--- src/rtl/axi_rd_arbiter.sv ---
// Round-robin arbiter that funnels several read requesters onto one AXI read port.
// Only one burst is in flight at a time, and beats are steered back to the granted requester.
module axi_rd_arbiter #(
    parameter int NUM_CH = 3,
    parameter int ADDR_W = 32,
    parameter int DATA_W = 32,
    parameter int CW     = $clog2(NUM_CH)
) (
    input  logic                     clk,
    input  logic                     resetn,
    input  logic [NUM_CH-1:0]        req_valid,
    output logic [NUM_CH-1:0]        req_ready,
    input  logic [NUM_CH*ADDR_W-1:0] req_addr,
    input  logic [NUM_CH*8-1:0]      req_len,
    input  logic [NUM_CH-1:0]        req_uncached,
    output logic [NUM_CH-1:0]        rsp_valid,
    output logic [DATA_W-1:0]        rsp_data,
    output logic                     rsp_last,
    output logic                     rsp_err,
    output logic [3:0]               arid,
    output logic [ADDR_W-1:0]        araddr,
    output logic [7:0]               arlen,
    output logic [2:0]               arsize,
    output logic [1:0]               arburst,
    output logic [1:0]               arlock,
    output logic [3:0]               arcache,
    output logic [2:0]               arprot,
    output logic                     arvalid,
    input  logic                     arready,
    input  logic [3:0]               rid,
    input  logic [DATA_W-1:0]        rdata,
    input  logic [1:0]               rresp,
    input  logic                     rlast,
    input  logic                     rvalid,
    output logic                     rready
);

    localparam logic [1:0] S_IDLE = 2'd0;
    localparam logic [1:0] S_ADDR = 2'd1;
    localparam logic [1:0] S_DATA = 2'd2;
    localparam logic [2:0] SIZE   = 3'($clog2(DATA_W / 8));

    logic [1:0]        state;
    logic [CW-1:0]     rr_ptr;
    logic [CW-1:0]     gnt;
    logic [ADDR_W-1:0] addr_q;
    logic [7:0]        len_q;
    logic              unc_q;
    logic              arvalid_q;
    logic [7:0]        beat;

    logic              gnt_any;
    logic [CW-1:0]     gnt_idx;
    logic [ADDR_W-1:0] sel_addr;
    logic [7:0]        sel_len;
    logic [3:0]        id_g;
    logic              beat_v;
    logic              unused;

    // Channel reached k steps above the round-robin pointer, wrapping at NUM_CH.
    function automatic logic [CW-1:0] rr_idx(input logic [CW-1:0] p, input int k);
        int s;
        s = int'(p) + k;
        if (s >= NUM_CH) s = s - NUM_CH;
        return CW'(s);
    endfunction

    // Pick the first requesting channel at or above rr_ptr (lowest offset wins).
    always_comb begin
        gnt_any = 1'b0;
        gnt_idx = '0;
        for (int k = NUM_CH - 1; k >= 0; k--) begin
            if (req_valid[rr_idx(rr_ptr, k)]) begin
                gnt_any = 1'b1;
                gnt_idx = rr_idx(rr_ptr, k);
            end
        end
    end

    assign sel_addr = req_addr[gnt_idx*ADDR_W +: ADDR_W];
    assign sel_len  = req_len[gnt_idx*8 +: 8];
    assign id_g     = {{(4 - CW){1'b0}}, gnt};
    assign beat_v   = rvalid & rready;
    assign unused   = ^{rresp[0], sel_addr[ADDR_W-1 -: 3]};

    // Transaction sequencer: grant, issue the address, then count data beats.
    always_ff @(posedge clk or negedge resetn) begin
        if (!resetn) begin
            state     <= S_IDLE;
            rr_ptr    <= '0;
            gnt       <= '0;
            addr_q    <= '0;
            len_q     <= '0;
            unc_q     <= 1'b0;
            arvalid_q <= 1'b0;
            beat      <= '0;
            req_ready <= '0;
        end else begin
            req_ready <= '0;
            unique case (state)
                S_IDLE: begin
                    if (gnt_any) begin
                        req_ready <= NUM_CH'(1) << gnt_idx;
                        gnt       <= gnt_idx;
                        addr_q    <= {3'b000, sel_addr[ADDR_W-4:0]};
                        len_q     <= sel_len;
                        unc_q     <= req_uncached[gnt_idx];
                        state     <= S_ADDR;
                    end
                end
                S_ADDR: begin
                    if (!arvalid_q) begin
                        arvalid_q <= 1'b1;
                    end else if (arready) begin
                        arvalid_q <= 1'b0;
                        beat      <= '0;
                        state     <= S_DATA;
                    end
                end
                S_DATA: begin
                    if (rvalid) begin
                        if (beat != 8'hFF) beat <= beat + 8'd1;
                        if (rlast) begin
                            state  <= S_IDLE;
                            rr_ptr <= (gnt == CW'(NUM_CH - 1)) ? '0 : gnt + 1'b1;
                        end
                    end
                end
                default: state <= S_IDLE;
            endcase
        end
    end

    assign arvalid = arvalid_q;
    assign araddr  = addr_q;
    assign arlen   = len_q;
    assign arid    = id_g;
    assign arsize  = arvalid_q ? SIZE : 3'b000;
    assign arburst = arvalid_q ? 2'b01 : 2'b00;
    assign arcache = (arvalid_q && !unc_q) ? 4'hF : 4'h0;
    assign arlock  = 2'b00;
    assign arprot  = 3'b000;

    assign rready    = (state == S_DATA);
    assign rsp_valid = beat_v ? (NUM_CH'(1) << gnt) : '0;
    assign rsp_data  = beat_v ? rdata : '0;
    assign rsp_last  = beat_v & rlast;
    assign rsp_err   = beat_v & (rresp[1] | (rid != id_g) | (rlast != (beat == len_q)));

endmodule

--- config.mk ---
export PLATFORM = sky130hd
export DESIGN_NAME = axi_rd_arbiter
export DESIGN_NICKNAME = d
export VERILOG_FILES = /design/src/rtl/axi_rd_arbiter.sv
export SDC_FILE = /design/constraint.sdc
export NUM_CORES = 1
export LEC_CHECK = 0
export ABC_CLOCK_PERIOD_IN_PS = 6900
export CAP_MARGIN = 20
export CORE_ASPECT_RATIO = 1.1
export CORE_MARGIN = 1
export CORE_UTILIZATION = 30
export CTS_CLUSTER_SIZE = 14
export DETAILED_ROUTE_END_ITERATION = 8
export GPL_ROUTABILITY_DRIVEN = 0
export GPL_TIMING_DRIVEN = 0
export PLACE_DENSITY = 0.76
export SYNTH_ARGS = -nofsm -noshare
export SYNTH_HDL_FRONTEND = slang
export SYNTH_SLANG_ARGS = --single-unit
--- constraint.sdc ---
create_clock -name clk -period 6.9 [get_ports clk]
set_input_delay 1.035 -clock clk [delete_from_list [all_inputs] [get_ports clk]]
set_output_delay 1.035 -clock clk [all_outputs]
set_load 0.03 [all_outputs]
==> flow_metrics.env <==
export IMPL_muxShareOfSynthArea=0.01437
export IMPL_gr_usage_all_layers=0.2181
export IMPL_area_growth_pct=65.41
export IMPL_outcome="completed"
export IMPL_power_leakage_nw=2.939
export IMPL_wl_mm=17.25
export IMPL_grt_max_degree=32
export IMPL_hold_path_endpoint="araddr[0]"
export IMPL_io_buffers=245
export IMPL_synth_simple_area_share=0.2887
export IMPL_ys_seq_elements=56
export IMPL_p_total_w=0.003159
export IMPL_wl_per_cell_um=16.80
export IMPL_post_place_ws_ns=2.788
export IMPL_cp_start_kind="input port"
export IMPL_dp_cells=1018
export IMPL_setup_viol=0
export IMPL_cts_root_buf="clkbuf_16"
export IMPL_ys_flop_type="dfrtp_1"
export IMPL_critPathMaxStageDelay_ns=0.74
export IMPL_drv_slew=0
export IMPL_globalRoute_totalOverflow=0
export IMPL_async_reset_ff_frac=1.000
export IMPL_synth_cell_type_count=44
export IMPL_hold_class="reg2reg"
export IMPL_synth_top_area_share=0.3155
export IMPL_r2r_start="rr_ptr[0]"
export IMPL_power_density_mw_per_mm2=430.0
export IMPL_crit_start="rvalid"
export IMPL_worstMarginPinSlew_ns=0.6770
export IMPL_ios=269
export IMPL_hold_start="araddr[0]"
export IMPL_synth_xor_xnor_area_share=0.02958
export IMPL_layout_setup_ws_ns=2.834
export IMPL_die_width_um=118.0
export IMPL_netlist_instances=568
export IMPL_nets=1007
export IMPL_yosysSeqAreaShare=0.3155
export IMPL_row_count=46
export IMPL_rrSetupSlack_ns=4.05
export IMPL_grt_pass1_vias=5018
export IMPL_h_tree_depth=2
export IMPL_fin_crit_ns=4.066
export IMPL_drt_antenna_violating_nets=0
export IMPL_period_share=0.5893
export IMPL_grt_pass1_wl_mm=26.25
export IMPL_dp_hpwl_mm=13.44
export IMPL_worstPathMaxFanout=8
export IMPL_maxSlewHeadroom=0.5487
export IMPL_num_vias=5336
export IMPL_layout_cells_non_filler=1027
export IMPL_cp_arrival_ns=3.03
export IMPL_die_area_mm2=0.01530
export IMPL_yosysTopAreaCell="dfrtp_1"
export IMPL_crit_path_end_kind="primary output"
export IMPL_cts_buffer_depth=2
export IMPL_post_drt_via_cell_ratio=5.196
export IMPL_critPathKind="in2out"
export IMPL_fin_skew_ns=0.007314
export IMPL_crit_top_cell="clkdlybuf4s50_1"
export IMPL_antenna_found_initial=2
export IMPL_synth_fa_ha_area_frac=0.01408
export IMPL_clkTransAtPathRegs_ns=0.08
export IMPL_postCtsHoldBufs=0
export IMPL_crit_chain="clkdlybuf4s50_1 -> nand3b_1 -> nor3_1 -> clkdlybuf4s50_1"
export IMPL_final_cell_mix="clkdlybuf4s50_1, nand2_1, dfrtp_1, nor2_1, nor2b_1"
export IMPL_core_area_mm2=0.01445
export IMPL_fillers=1382
export IMPL_tns_ns=0
export IMPL_multi_input_area_mm2=0.002695
export IMPL_synth_edf_count=0
export IMPL_layout_drive_gt1_share=0.07794
export IMPL_yosys_warnings=0
export IMPL_remaining_drc_errors=0
export IMPL_synthesis_area_mm2=0.004442
export IMPL_synth_top_family_by_area="simple AND/OR/NAND/NOR gates"
export IMPL_die_h_um=129.6
export IMPL_clkSinkCount=56
export IMPL_drt_iter0_markers=293
export IMPL_rr_worst_depth=8
export IMPL_post_cts_resized=0
export IMPL_yosys_top_cells_area="dfrtp_1, nand2_1, a311o_1"
export IMPL_ff_latch_area_mm2=0.001401
export IMPL_crit_required_ns=5.86
export IMPL_fmax_mhz=245.9
export IMPL_min_path_cells=2
export IMPL_syn_avg_cell_area_um2=7.820
export IMPL_cts_buffers=5
export IMPL_first_pass_iters=5
export IMPL_final_common_cell="clkdlybuf4s50_1"
export IMPL_start_util=0.3075
export IMPL_finalHoldViolCount=0
export IMPL_synth_compound_area_frac=0.2490
export IMPL_worstSkewPairLatency_ns=0.31
export IMPL_crit_slowest_cell="clkdlybuf4s50_1"
export IMPL_ir_worst_vdd_mv=0.2010
export IMPL_cts_setup_buffers=0
export IMPL_r2r_end="araddr[4]"
export IMPL_grt_setup_unrepaired="false"
export IMPL_cts_tree="done"
export IMPL_maxCapViolations=0
[critical path: cells and delay by family]
kind	cells	cell delay, ns
buf+inv	2	1.43
simple gates	2	0.57
[through the flow]
stage	util	hold WS, ns	cell area, um^2
finish	0.5086	0.5513	7347
global route	0.5086	0.5691	7347
CTS	0.5084	0.5548	7345
detailed placement	0.4980	0.5323	7194
global placement	0.4970	0.5266	7179
floorplan	-	0.4971	4487
[final cells by class]
class                      instances  area share
tap                              192     0.03270
sequential                        56      0.1907
inverter                           7    0.003576
clock buffer                       5     0.01703
timing repair buffer             246      0.3358
buffer                            66     0.04956
multi-input combinational        451      0.3668
antenna                            1   0.0003406
clock inverter                     3    0.003406
[kinds of logic (layout without fill, tap and decap cells)]
kind of cell    count (synthesis)  after routing
mux                             6              6
other cells                     1             14
fa+ha+maj                       5              5
xor+xnor                       15             15
simple gates                  275            275
compound gates                137            137
buf+inv                        73            327
flops                          56             56
[state kept, by name, indices dropped and copies added, names as in the netlist]
register	flops
arlen	8
araddr	29
unc_q	1
arvalid	1
state	2
beat	8
gnt	2
rr_ptr	2
req_ready	3
[synthesized netlist by cell type (7+ instances only)]
cell	count
nand2_1	131
dfrtp_1	56
nor2_1	46
nor2b_1	45
a211oi_1	39
a31oi_1	39
a311o_1	38
and3_1	34
buf_2	24
buf_4	23
clkbuf_1	19
xnor2_1	11
inv_1	7
[power by group]
part | total, W | internal (W) | switching, W
clock | 0.000273 | 0.000138 | 0.000135
combinational | 0.00229 | 0.000948 | 0.00135
sequential | 0.000592 | 0.000480 | 0.000112
total | 0.00316 | 0.00157 | 0.00159
[routing by layer]
layer,vias up,track usage,share of wire
li1,2539,-,-
met3,49,0.06206,0.081
met5,-,0,0.00070
met2,251,0.3934,0.49
met4,2,0.09955,0.037
met1,2495,0.2384,0.39
[worst max path at each step]
stage	end	slack (ns)	cells after the start
finish	rsp_valid[1]	2.83	4
global placement	rsp_valid[1]	2.78	4
floorplan	rsp_valid[0]	4.01	2
detailed placement	rsp_valid[1]	2.79	4
global route	rsp_valid[1]	2.66	4
CTS	rsp_valid[1]	2.79	4
No activity file was read; power rests on OpenSTA's default activity.
==> variant: new RTL, same settings <==
Register the output `rsp_err`, without a reset; this adds one clock of latency there. The other outputs are not delayed to match.
--- a/src/rtl/axi_rd_arbiter.sv
+++ b/src/rtl/axi_rd_arbiter.sv
@@ -145,7 +145,9 @@
     assign rsp_valid = beat_v ? (NUM_CH'(1) << gnt) : '0;
     assign rsp_data  = beat_v ? rdata : '0;
     assign rsp_last  = beat_v & rlast;
-    assign rsp_err   = beat_v & (rresp[1] | (rid != id_g) | (rlast != (beat == len_q)));
+    always_ff @(posedge clk) begin
+        rsp_err <= beat_v & (rresp[1] | (rid != id_g) | (rlast != (beat == len_q)));
+    end
 
 endmodule
 
Formal check against the unedited RTL: not equivalent (Yosys sat finds a counterexample within 4 cycles, from zero or initial values and one cycle with resetn low).
==> variant against the original RTL <==
  * Sequential cell count grew 1
  * Area after synthesis grew 0.45%
  * Non-clock buffer count is the same
  * Power grew 7.2%
  * Core utilization grew 1.4 points
  * Worst setup slack gained 0.15 ns
  * Final area grew 2.7%
  * Routed wire length grew 0.72%
  * Largest power group unchanged
==> variant: results (changes against the original RTL) <==
GRT Overall Usage -> 22.1% (+0.25 points)
Non-Clock Buffer Area Fraction -> 37.5% (-1.0 points)
Post-Route WL -> 17400 µm (+0.72%)
Share of cells above drive strength 1 -> 8.54% (+0.75 points)
Multi-input logic portion of the cell area -> 35.7% (-0.97 points)
Endpoint of the lowest-slack register-to-register path -> araddr[3]
First-iteration detailed-routing DRC count -> 246 (-16%)
Leading cell types by total area after synthesis -> dfrtp_1 31%, nand2_1 11%, a311o_1 8.5%, a211oi_1 6.6%, nor2b_1 6.3%
Static leakage power -> 3.04 nW (+3.3%)
Total Nets Final -> 1012 (+0.50%)
Arrival time at the worst endpoint -> 2.88 ns (-0.15 ns)
Clock-cell share of area -> 4.41% (+2.4 points)
Maximum number of pins on one net before global-route repair -> 34 (+6.3%)
Wire length of the first global-routing pass -> 26400 µm (+0.55%)
Largest clock skew in the final design -> 0.0130 ns (+0.00565 ns)
Worst voltage drop across the vdd grid -> 183 µV (-9.2%)
CTS H-Tree Depth -> 3 (+1)
Layout clock buffer count -> 12 (+7)
Share of the final layout cell area in sequential cells -> 18.8% (-0.24 points)
Total number of vias -> 5399 (+1.2%)
Cell area after synthesis -> 4460 µm² (+0.45%)
Number of global-route vias before repair -> 5115 (+1.9%)
Result of the run -> complete, no violations
Number of antenna cells inserted -> 0 (-1)
Fillcell total -> 1381 (-0.072%)
[variant: cell types whose count changed after synthesis]
cell,change
dfxtp_1,+1
[variant: worst max-delay path, cell delays in order]
cell             delay, ns
clkdlybuf4s50_1       0.59
nand3b_1              0.25
nor3_1                0.28
clkdlybuf4s50_1       0.73
[variant: per-stage QoR]
stage          instances  worst slack (ns)  area, µm²  utilization, %
2_1_floorplan        581              4.01       4510               -
3_3_place_gp        1018              2.86       7200            49.8
3_5_place_dp        1019              2.95       7210            49.9
4_1_cts             1035              2.95       7550            52.2
5_1_grt             1035              2.87       7550            52.2
6_report            1035              2.98       7550            52.2
[variant: kinds of logic (layout without fill, tap and decap cells)]
kind of cell / Yosys count / in the layout / share of synthesized area [%]
AOI/OAI and AO/OA: 137 / 137 / 24.8
buffers and inverters: 73 / 335 / 8.75
adders and majority gates: 5 / 5 / 1.40
DFF: 57 / 57 / 31.9
xor gates and xnor gates: 15 / 15 / 2.94
and+or+nand+nor: 275 / 275 / 28.7
other: 1 / 13 / 0.0840
muxes: 6 / 6 / 1.43
[variant: worst min path at each step]
stage                          start    endpoint  slack, ns
after floorplan            rr_ptr[1]   rr_ptr[1]       0.50
after global placement     rr_ptr[1]   rr_ptr[1]       0.53
after detailed placement  araddr[18]  araddr[18]       0.54
after CTS                  araddr[9]   araddr[9]       0.55
after global routing      araddr[17]  araddr[17]       0.58
final                     araddr[18]  araddr[18]       0.54
[variant: per-layer routing]
layer	GRT usage [%]	wire length, µm	vias up
li1	-	-	2547
met1	24.3	6730	2523
met2	40.1	8630	294
met3	5.86	1550	35
met4	9.73	469	0
met5	0	0	-
[variant: power by group]
group	switching, mW	internal (mW)
combinational	1.33	0.946
sequential	0.120	0.488
clock	0.161	0.336
total	1.62	1.77
